`src/rtl/operand_fwd_ctrl_if.sv`:
```
// Operand forwarding bus: ID-stage sources, hazard selects, candidate data,
// writeback/EX-load status (driven by the pipeline) and the registered
// EX operands plus stall/bubble/perf-counter outputs (driven by the block).
//   slave  : operand_fwd_ctrl side
//   master : pipeline / driver side
interface operand_fwd_ctrl_if #(
  parameter int unsigned CNT_W = 16
);
  logic             flush;
  logic             id_valid;
  logic [4:0]       id_rs1_addr;
  logic [4:0]       id_rs2_addr;
  logic [1:0]       rs1_hz;
  logic [1:0]       rs2_hz;
  logic [31:0]      rf_rs1_data;
  logic [31:0]      rf_rs2_data;
  logic [31:0]      alu_result;
  logic [31:0]      wb_data;
  logic             wb_valid;
  logic [4:0]       wb_addr;
  logic             ex_is_load;
  logic [4:0]       ex_wr_addr;
  logic [31:0]      op1;
  logic [31:0]      op2;
  logic             op_valid;
  logic             stall;
  logic             bubble;
  logic [CNT_W-1:0] stall_cnt;

  modport slave (
    input  flush, id_valid, id_rs1_addr, id_rs2_addr, rs1_hz, rs2_hz,
           rf_rs1_data, rf_rs2_data, alu_result, wb_data, wb_valid, wb_addr,
           ex_is_load, ex_wr_addr,
    output op1, op2, op_valid, stall, bubble, stall_cnt
  );

  modport master (
    output flush, id_valid, id_rs1_addr, id_rs2_addr, rs1_hz, rs2_hz,
           rf_rs1_data, rf_rs2_data, alu_result, wb_data, wb_valid, wb_addr,
           ex_is_load, ex_wr_addr,
    input  op1, op2, op_valid, stall, bubble, stall_cnt
  );
endinterface

```
`src/rtl/operand_fwd_ctrl.sv`:
```
// EX operand forwarding and load-use interlock.
// Resolves per-operand hazard selects into registered EX operands, stalls
// IF/ID and bubbles EX for LOAD_LAT cycles on a load-use hazard, captures the
// returning load data and replays it into the dependent operand(s).
// Ports: clk, rstn (async active-low), bus (operand_fwd_ctrl_if.slave).
//   stall/bubble are combinational; op1/op2/op_valid/stall_cnt are registered.
module operand_fwd_ctrl #(
  parameter int unsigned LOAD_LAT = 1,
  parameter int unsigned CNT_W    = 16
) (
  input logic               clk,
  input logic               rstn,
  operand_fwd_ctrl_if.slave bus
);

  localparam int unsigned LAT_W = 3;
  // The detect cycle is itself a stall cycle, so WAIT covers the remaining
  // LOAD_LAT-1 cycles; with LOAD_LAT=1 the interlock goes straight to REPLAY.
  localparam logic [LAT_W-1:0] WAIT_INIT = LAT_W'((LOAD_LAT >= 2) ? (LOAD_LAT - 2) : 0);

  typedef enum logic [1:0] {
    ST_RUN    = 2'd0,
    ST_WAIT   = 2'd1,
    ST_REPLAY = 2'd2
  } state_e;

  localparam state_e HIT_NEXT = (LOAD_LAT <= 1) ? ST_REPLAY : ST_WAIT;

  state_e           state_q, state_d;
  logic [LAT_W-1:0] cnt_q, cnt_d;
  logic [4:0]       pend_q, pend_d;
  logic             m1_q, m1_d, m2_q, m2_d;
  logic [31:0]      rpl_q, rpl_d;
  logic [31:0]      op1_q, op1_d, op2_q, op2_d;
  logic             opv_q, opv_d;
  logic [CNT_W-1:0] scnt_q, scnt_d;
  logic             stall_c;

  logic             eq1, eq2, lu_hit, wb_hit;
  logic [31:0]      rpl_val, sel1, sel2;

  function automatic logic [31:0] pick(input logic [1:0]  hz,
                                       input logic [31:0] rf,
                                       input logic [31:0] alu,
                                       input logic [31:0] wb);
    logic [31:0] v;
    case (hz)
      2'b01:   v = alu;
      2'b10:   v = wb;
      default: v = rf;
    endcase
    return v;
  endfunction

  // Hazard detect and operand select (replay overrides forwarding, x0 overrides all)
  always_comb begin
    eq1     = (bus.ex_wr_addr == bus.id_rs1_addr);
    eq2     = (bus.ex_wr_addr == bus.id_rs2_addr);
    lu_hit  = bus.id_valid & bus.ex_is_load & (bus.ex_wr_addr != 5'd0) & (eq1 | eq2);
    wb_hit  = bus.wb_valid & (bus.wb_addr == pend_q);
    rpl_val = wb_hit ? bus.wb_data : rpl_q;

    sel1 = pick(bus.rs1_hz, bus.rf_rs1_data, bus.alu_result, bus.wb_data);
    sel2 = pick(bus.rs2_hz, bus.rf_rs2_data, bus.alu_result, bus.wb_data);
    if ((state_q == ST_REPLAY) && m1_q) sel1 = rpl_val;
    if ((state_q == ST_REPLAY) && m2_q) sel2 = rpl_val;
    if (bus.id_rs1_addr == 5'd0) sel1 = '0;
    if (bus.id_rs2_addr == 5'd0) sel2 = '0;
  end

  // Interlock FSM next-state and register updates
  always_comb begin
    state_d = state_q;
    cnt_d   = cnt_q;
    pend_d  = pend_q;
    m1_d    = m1_q;
    m2_d    = m2_q;
    rpl_d   = rpl_q;
    op1_d   = op1_q;
    op2_d   = op2_q;
    opv_d   = opv_q;
    stall_c = 1'b0;

    if (bus.flush) begin
      state_d = ST_RUN;
      opv_d   = 1'b0;
      cnt_d   = '0;
      m1_d    = 1'b0;
      m2_d    = 1'b0;
    end else begin
      case (state_q)
        ST_RUN: begin
          if (lu_hit) begin
            stall_c = 1'b1;
            opv_d   = 1'b0;
            pend_d  = bus.ex_wr_addr;
            m1_d    = eq1;
            m2_d    = eq2;
            cnt_d   = WAIT_INIT;
            state_d = HIT_NEXT;
          end else begin
            op1_d = sel1;
            op2_d = sel2;
            opv_d = bus.id_valid;
          end
        end
        ST_WAIT: begin
          stall_c = 1'b1;
          opv_d   = 1'b0;
          if (wb_hit) rpl_d = bus.wb_data;
          if (cnt_q == '0) state_d = ST_REPLAY;
          else             cnt_d   = cnt_q - LAT_W'(1);
        end
        ST_REPLAY: begin
          op1_d   = sel1;
          op2_d   = sel2;
          opv_d   = bus.id_valid;
          state_d = ST_RUN;
        end
        default: state_d = ST_RUN;
      endcase
    end

    // Saturating performance counter of stalled cycles
    scnt_d = scnt_q;
    if (stall_c && (scnt_q != '1)) scnt_d = scnt_q + CNT_W'(1);
  end

  // State and datapath registers
  always_ff @(posedge clk or negedge rstn) begin
    if (!rstn) begin
      state_q <= ST_RUN;
      cnt_q   <= '0;
      pend_q  <= '0;
      m1_q    <= 1'b0;
      m2_q    <= 1'b0;
      rpl_q   <= '0;
      op1_q   <= '0;
      op2_q   <= '0;
      opv_q   <= 1'b0;
      scnt_q  <= '0;
    end else begin
      state_q <= state_d;
      cnt_q   <= cnt_d;
      pend_q  <= pend_d;
      m1_q    <= m1_d;
      m2_q    <= m2_d;
      rpl_q   <= rpl_d;
      op1_q   <= op1_d;
      op2_q   <= op2_d;
      opv_q   <= opv_d;
      scnt_q  <= scnt_d;
    end
  end

  // stall/bubble are forced low while reset is asserted
  assign bus.stall     = stall_c & rstn;
  assign bus.bubble    = stall_c & rstn;
  assign bus.op1       = op1_q;
  assign bus.op2       = op2_q;
  assign bus.op_valid  = opv_q;
  assign bus.stall_cnt = scnt_q;

endmodule

```
`src/flat_wrapper.sv`:
```
// flat-port wrapper written by rule: the top's interface ports become plain ports
module operand_fwd_ctrl_flat 
#(
  parameter int unsigned LOAD_LAT = 1,
  parameter int unsigned CNT_W    = 16
)
  (clk, rstn, bus_flush, bus_id_valid, bus_id_rs1_addr, bus_id_rs2_addr, bus_rs1_hz, bus_rs2_hz, bus_rf_rs1_data, bus_rf_rs2_data, bus_alu_result, bus_wb_data, bus_wb_valid, bus_wb_addr, bus_ex_is_load, bus_ex_wr_addr, bus_op1, bus_op2, bus_op_valid, bus_stall, bus_bubble, bus_stall_cnt);
  operand_fwd_ctrl_if #(.CNT_W(CNT_W)) bus_i ();
  input logic clk;
  input logic rstn;
  input wire logic [$bits(bus_i.flush)-1:0] bus_flush;
  input wire logic [$bits(bus_i.id_valid)-1:0] bus_id_valid;
  input wire logic [$bits(bus_i.id_rs1_addr)-1:0] bus_id_rs1_addr;
  input wire logic [$bits(bus_i.id_rs2_addr)-1:0] bus_id_rs2_addr;
  input wire logic [$bits(bus_i.rs1_hz)-1:0] bus_rs1_hz;
  input wire logic [$bits(bus_i.rs2_hz)-1:0] bus_rs2_hz;
  input wire logic [$bits(bus_i.rf_rs1_data)-1:0] bus_rf_rs1_data;
  input wire logic [$bits(bus_i.rf_rs2_data)-1:0] bus_rf_rs2_data;
  input wire logic [$bits(bus_i.alu_result)-1:0] bus_alu_result;
  input wire logic [$bits(bus_i.wb_data)-1:0] bus_wb_data;
  input wire logic [$bits(bus_i.wb_valid)-1:0] bus_wb_valid;
  input wire logic [$bits(bus_i.wb_addr)-1:0] bus_wb_addr;
  input wire logic [$bits(bus_i.ex_is_load)-1:0] bus_ex_is_load;
  input wire logic [$bits(bus_i.ex_wr_addr)-1:0] bus_ex_wr_addr;
  output wire logic [$bits(bus_i.op1)-1:0] bus_op1;
  output wire logic [$bits(bus_i.op2)-1:0] bus_op2;
  output wire logic [$bits(bus_i.op_valid)-1:0] bus_op_valid;
  output wire logic [$bits(bus_i.stall)-1:0] bus_stall;
  output wire logic [$bits(bus_i.bubble)-1:0] bus_bubble;
  output wire logic [$bits(bus_i.stall_cnt)-1:0] bus_stall_cnt;
  assign bus_i.flush = bus_flush;
  assign bus_i.id_valid = bus_id_valid;
  assign bus_i.id_rs1_addr = bus_id_rs1_addr;
  assign bus_i.id_rs2_addr = bus_id_rs2_addr;
  assign bus_i.rs1_hz = bus_rs1_hz;
  assign bus_i.rs2_hz = bus_rs2_hz;
  assign bus_i.rf_rs1_data = bus_rf_rs1_data;
  assign bus_i.rf_rs2_data = bus_rf_rs2_data;
  assign bus_i.alu_result = bus_alu_result;
  assign bus_i.wb_data = bus_wb_data;
  assign bus_i.wb_valid = bus_wb_valid;
  assign bus_i.wb_addr = bus_wb_addr;
  assign bus_i.ex_is_load = bus_ex_is_load;
  assign bus_i.ex_wr_addr = bus_ex_wr_addr;
  assign bus_op1 = bus_i.op1;
  assign bus_op2 = bus_i.op2;
  assign bus_op_valid = bus_i.op_valid;
  assign bus_stall = bus_i.stall;
  assign bus_bubble = bus_i.bubble;
  assign bus_stall_cnt = bus_i.stall_cnt;
  operand_fwd_ctrl #(.LOAD_LAT(LOAD_LAT), .CNT_W(CNT_W)) u_core (.clk(clk), .rstn(rstn), .bus(bus_i));
endmodule
```
`config.mk`:
```
export PLATFORM = sky130hd
export DESIGN_NAME = operand_fwd_ctrl_flat
export DESIGN_NICKNAME = d
export VERILOG_FILES = /design/src/rtl/operand_fwd_ctrl_if.sv /design/src/rtl/operand_fwd_ctrl.sv /design/src/flat_wrapper.sv
export SDC_FILE = /design/constraint.sdc
export NUM_CORES = 1
export LEC_CHECK = 0
export CAP_MARGIN = 20
export CORE_AREA = 2 2 126 128
export DETAILED_ROUTE_END_ITERATION = 8
export DIE_AREA = 0 0 128 130
export GPL_ROUTABILITY_DRIVEN = 0
export GPL_TIMING_DRIVEN = 1
export PLACE_DENSITY = 0.75
export SYNTH_ARGS = -nofsm -noshare
export SYNTH_HDL_FRONTEND = slang
export SYNTH_SLANG_ARGS = --single-unit
```
`constraint.sdc`:
```
create_clock -name clk -period 3.21 [get_ports clk]
set_clock_uncertainty 0.1 [all_clocks]
set_input_delay 0.8025 -clock clk [delete_from_list [all_inputs] [get_ports clk]]
set_output_delay 0.8025 -clock clk [all_outputs]
set_load 0.02 [all_outputs]
```
Yosys cells after proc, flatten, opt, wreduce, memory -nomap -nowiden
Cells that the tools add are included.
{"block": "totals", "reg_bits": 125, "inputBits": 158, "out_inout_bits": 83, "wordCells": 83}
{"block": "classes", "add_sub_neg": 2, "eq_ne": 14, "n_mux": 31, "bitwise_logic": 7, "reduce_logical": 19}
{"cell": "32-bit one-hot mux with 2 select lines", "n": 4}
{"cell": "32-bit two-way mux", "n": 7}
{"cell": "16-bit by 1-bit adder with 16-bit output (second input constant)", "n": 1}
{"cell": "16-bit inequality test (second input constant)", "n": 1}
{"cell": "5-bit == test", "n": 3}
{"cell": "5-bit zero test", "n": 2}
{"cell": "1-bit two-way mux", "n": 10}
{"cell": "3-bit two-way mux", "n": 3}
{"cell": "3-bit AND reduction", "n": 3}
{"cell": "2-bit by 1-bit == test with 1-bit output (second input constant)", "n": 3}
{"cell": "2-bit == test (second input constant)", "n": 3}
{"cell": "2-bit two-way mux", "n": 3}
{"cell": "3-bit by 2-bit inequality test with 1-bit output (second input constant)", "n": 2}
{"cell": "3-bit one-hot mux with 2 select lines", "n": 1}
{"cell": "2-bit AND reduction", "n": 3}
{"cell": "2-bit nonzero test", "n": 3}
{"cell": "1-bit bitwise AND", "n": 5}
{"cell": "5-bit nonzero test", "n": 1}
{"cell": "2-bit one-hot mux with 2 select lines", "n": 1}
{"cell": "4-bit nonzero test", "n": 1}
{"cell": "1-bit logical AND", "n": 3}
{"cell": "3-bit zero test", "n": 1}
{"cell": "3-bit inequality test (second input constant)", "n": 1}
{"cell": "1-bit one-hot mux with 3 select lines", "n": 1}
{"cell": "other kinds (7)", "n": 7}

Logic depth before layout (Yosys ltp)
{"block": "depth", "ltp_word": 7, "depth_mapped": 9, "depth_no_buf": 7}

Worst setup path after synthesis
Ideal clock, no wire load.
{"block": "synth_timing", "path_type": "input to output", "start": "in bus_id_rs1_addr[4]", "end": "out bus_stall", "arrival_time_ns": 2.178, "required_time_ns": 2.308, "setup_slack_ns": 0.130, "path_stages": 7, "path_buffers": 1, "path_cell_list": "xnor2_1 > nand3_1 > nor3_2 > o21ai_2 > nor2_2 > and2_1 > buf_4"}
{"block": "synth_between", "elab_chain_len": 7}
{"element": "start: declaration", "line_no": "flat_wrapper.sv:13", "source": "input wire logic [$bits(bus_i.id_rs1_addr)-1:0] bus_id_rs1_addr;"}
{"element": "5-bit == test", "line_no": "operand_fwd_ctrl.sv:57", "source": "eq1 = (bus.ex_wr_addr == bus.id_rs1_addr);"}
{"element": "1-bit OR", "line_no": "operand_fwd_ctrl.sv:59", "source": "lu_hit = bus.id_valid & bus.ex_is_load & (bus.ex_wr_addr != 5'd0) & (eq1 | eq2);"}
{"element": "1-bit bitwise AND", "line_no": "operand_fwd_ctrl.sv:59"}
{"element": "1-bit two-way mux", "line_no": "operand_fwd_ctrl.sv:93", "source": "if (lu_hit) begin"}
{"element": "1-bit one-hot mux with 2 select lines", "line_no": "operand_fwd_ctrl.sv:91", "source": "case (state_q)"}
{"element": "1-bit two-way mux", "line_no": "operand_fwd_ctrl.sv:84", "source": "if (bus.flush) begin"}
{"element": "1-bit bitwise AND"}
{"element": "end: declaration", "line_no": "flat_wrapper.sv:28", "source": "output wire logic [$bits(bus_i.stall)-1:0] bus_stall;"}
No other way between the ends.

Worst setup path after layout
{"block": "layout_timing", "start": "in bus_ex_wr_addr[4]", "end": "out bus_stall"}
{"block": "layout_between", "elab_chain_len": 7, "elab_cells_between_ends": 10, "cone_classes": "2 x eq/ne; 3 x mux; 4 x bitwise; 1 x reduce/logical"}
{"element": "start: declaration", "line_no": "flat_wrapper.sv:24", "source": "input wire logic [$bits(bus_i.ex_wr_addr)-1:0] bus_ex_wr_addr;"}
{"element": "5-bit == test (tied with other cells)", "line_no": "operand_fwd_ctrl.sv:57"}
{"element": "1-bit OR / 1-bit bitwise AND (equally long branches)", "line_no": "operand_fwd_ctrl.sv:59"}
{"element": "1-bit bitwise AND *", "line_no": "operand_fwd_ctrl.sv:59"}
{"element": "1-bit two-way mux *", "line_no": "operand_fwd_ctrl.sv:93"}
{"element": "1-bit one-hot mux with 2 select lines *", "line_no": "operand_fwd_ctrl.sv:91"}
{"element": "1-bit two-way mux *", "line_no": "operand_fwd_ctrl.sv:84"}
{"element": "1-bit bitwise AND *", "line_no": "operand_fwd_ctrl.sv:157", "source": "assign bus.stall = stall_c & rstn;"}
Mark *: on every way between the ends. The rest lies on a longest branch, timed or not.

==> parameters.txt <==
Parameter                              Value

Setup path
  Worst Path Class, Setup ... in2out
  Critical Path End Type ... primary output
  Flop2flop setup slack ... 1.08 ns
  Largest fanout on the critical path ... 3
  Required time of the critical path ... 2.31 ns
  Data arrival, critical path ... 2.23 ns
  Startpoint types ... input pin

Clocking
  Number of buffers inserted during clock tree synthesis ... 9
  CTS Root Buffer Type ... sky130_fd_sc_hd__clkbuf_16
  Latest clock arrival within the worst-skew pair ... 0.35 ns
  Maximum clock path buffer count ... 2
  CTS tree ... built
  Max H-tree Level ... 3
  Clock transition at the registers of the reported paths ... 0.06 ns
  Clk sinks ... 89

Power
  Power per Cell Area ... 439 nW/um^2
  Maximum VDD drop ... 216 uV
  Static Leakage ... 4.09 nW

Place
  Count of input and output buffers ... 240
  Estimated wirelength of the detail-placed design ... 17200 um
  Standard cell area after detailed placement ... 8990 sq um

Timing
  Hold slack final ... 0.401 ns
  Headroom to the max-slew limit ... 45.0%
  Minimum clock period ... 3.13 ns
  Number of failing setup endpoints in the final timing report ... 0
  Number of hold violations in the final report ... 0
  Slew at the pin closest to its max-slew limit ... 0.822 ns
  Post-route fraction of the period consumed by the critical path ... 97.6%
  Final Max Slew Viols ... 0
  Maximum achievable frequency ... 319 MHz

Global route
  Maximum number of pins on one net before global-route repair ... 65
  GRT Util Overall ... 29.1%
  Total congestion overflow after global routing ... 0
  Wire length of the first global-routing pass ... 36700 um
  Via count of the first global-routing pass ... 6537
  Antenna violations before repair ... 2

Drt
  Number of iterations in the first detailed-routing pass ... 5
  Iteration-0 DRC Markers ... 630
  Vias per Instance ... 5.73
  Aggregate routed wire length ... 24300 um
  Post-route DRC violation count ... 0
  Post-DRT Antenna Nets ... 0
  DR WL/cell ... 21.3 um
  Vias post-DR ... 6543

Die
  Number of placement rows ... 46
  I/O pin total ... 241
  Effective utilization at floorplan ... 40.0%
  Horiz. Die Dim ... 128 um
  Total Die Area ... 16600 sq um
  Vertical die dimension ... 130 um
  Core outline area ... 15400 sq um

Synth
  EDFF count, synth ... 0
  Post-synthesis cell area ... 6180 sq um
  Mean post-synth cell area ... 8.64 sq um
  Count of cell types in the netlist ... 29
  Main synth FF type ... sky130_fd_sc_hd__dfrtp_1
  Register bit total from synthesis ... 89
  Number of warnings issued by yosys ... 0
  Post-synthesis async set-or-reset flop share ... 100%
  List of most frequent post-synthesis cells ... sky130_fd_sc_hd__nand2_1, sky130_fd_sc_hd__dfrtp_1, sky130_fd_sc_hd__nand3_1
  Dominant cells by area after synthesis ... sky130_fd_sc_hd__dfrtp_1, sky130_fd_sc_hd__mux2_4, sky130_fd_sc_hd__nand2_1
  Number of standard cells after synthesis ... 715
  Most frequently used cell type in the post-synthesis netlist ... sky130_fd_sc_hd__nand2_1
  Net count after synthesis ... 878
  Fraction of synthesized cell area taken by the top area cell type ... 36.1%
  Register area share after synthesis ... 36.1%
  Largest area contributor in the netlist ... sky130_fd_sc_hd__dfrtp_1

Layout
  Area used by multi-input combinational logic ... 3680 sq um
  Final Instance Area ... 9410 sq um
  Count of nets after finishing ... 1106
  Area delta synth->final ... 52.3%
  Filler instances ... 1341
  Register Area ... 2230 sq um
  Utilization after layout ... 61.0%
  Proportion of layout cells with a drive suffix above 1 ... 15.1%

Job
  Max-cap check violation count ... 0

Worst hold path
  Class of the tightest hold or removal check ... reg2reg

Run status
  Result of the run ... complete, no violations
## state kept, by name, indices dropped and copies added (netlist names)
| register | flops |
|---|---|
| u_core.bus.op2 | 32 |
| u_core.m2_q | 1 |
| u_core.bus.op_valid | 1 |
| u_core.m1_q | 1 |
| u_core.pend_q | 5 |
| u_core.bus.op1 | 32 |
| u_core.bus.stall_cnt | 16 |
| u_core.state_q | 1 |
## final cells by class
class / instances / area share (%)
tap: 192 / 2.55
sequential: 89 / 23.7
inverter: 7 / 0.279
antenna: 1 / 0.0266
clock inverter: 6 / 1.38
timing repair buffer: 279 / 30.5
multi-input combinational: 557 / 39.1
clock buffer: 10 / 2.43
## layer usage
layer | up-vias | track usage, % | share of wire [%]
met5 | - | 0 | 0.053
met4 | 2 | 14.6 | 4.0
met3 | 59 | 7.67 | 9.7
met2 | 388 | 49.3 | 48
met1 | 3091 | 34.4 | 38
li1 | 3003 | - | -
## path summary, 6_finish.rpt
path                                                     startpoint                             endpoint  cells after the start
max in group asynchronous                                      rstn       u_core.bus.op1[24]$_DFFE_PN0P_                      3
worst max register to register         u_core.pend_q[3]$_DFFE_PN0P_       u_core.bus.op2[27]$_DFFE_PN0P_                      8
worst min-delay path            u_core.bus.stall_cnt[9]$_DFFE_PN0P_  u_core.bus.stall_cnt[9]$_DFFE_PN0P_                      1
min in group asynchronous                                      rstn        u_core.bus.op2[1]$_DFFE_PN0P_                      2
worst min register to register  u_core.bus.stall_cnt[9]$_DFFE_PN0P_  u_core.bus.stall_cnt[9]$_DFFE_PN0P_                      1
worst max-delay path                              bus_ex_wr_addr[4]                            bus_stall                      8
## through the flow
stage                     cells  setup slack, ns  TNS (ns)  power, mW
after global routing       1141         -0.00163  -0.00163       4.30
after floorplan             715            0.130         0       2.09
final                      1141           0.0769         0       4.13
after global placement     1123           -0.507     -1.01       2.82
after CTS                  1139          0.00604         0       4.15
after detailed placement   1123           -0.531     -1.06       2.84
## cells in the final DEF (no fill, tap or decap), drive strengths merged, types with 5 or more instances in the layout
cell type        n
a21oi           66
a22oi           64
and3             5
buf             42
clkbuf          10
clkdlybuf4s50  225
dfrtp           89
dlymetal6s2s     9
ha               5
inv              7
mux2            71
nand2          146
nand3           70
nor2            12
nor3             7
o21ai           67
xnor2           10
xor2            19
## critical path: stages
cell and delay (ns):
sky130_fd_sc_hd__dlygate4sd2_1 0.29, sky130_fd_sc_hd__xnor2_1 0.22, sky130_fd_sc_hd__nand3_1 0.16, sky130_fd_sc_hd__nor3_4 0.22
sky130_fd_sc_hd__o21ai_2 0.09, sky130_fd_sc_hd__nor2_2 0.16, sky130_fd_sc_hd__and2_4 0.16, sky130_fd_sc_hd__buf_4 0.13
## cell families (layout without fill, tap and decap cells)
family / after synthesis / in the layout / synth area share [%]
AO/OA/AOI/OAI: 200 / 200 / 19.2
XOR/XNOR: 29 / 29 / 4.11
adder cells (fa/ha/maj): 5 / 5 / 1.01
buffers and inverters: 69 / 302 / 5.21
flip-flops: 89 / 89 / 36.1
multiplexers: 71 / 71 / 16.6
other: 0 / 1 / 0
AND/OR/NAND/NOR: 252 / 252 / 17.8
## what timing repair did
| action | in CTS | in global routing |
|---|---|---|
| gates resized for setup | 13 | 14 |
| setup endpoints to repair | 2 | 2 |
| buffers inserted | 0 | 1 |
| pin swaps | 2 | 6 |
| hold buffers | 0 | 0 |
## report_power, final
| group | switching (mW) | internal, mW | total (mW) |
|---|---|---|---|
| combinational | 0.665 | 0.776 | 1.44 |
| clock | 0.465 | 0.838 | 1.30 |
| sequential | 0.108 | 1.28 | 1.39 |
| total | 1.24 | 2.89 | 4.13 |
Note: power is estimated with default switching activity, not from simulation.
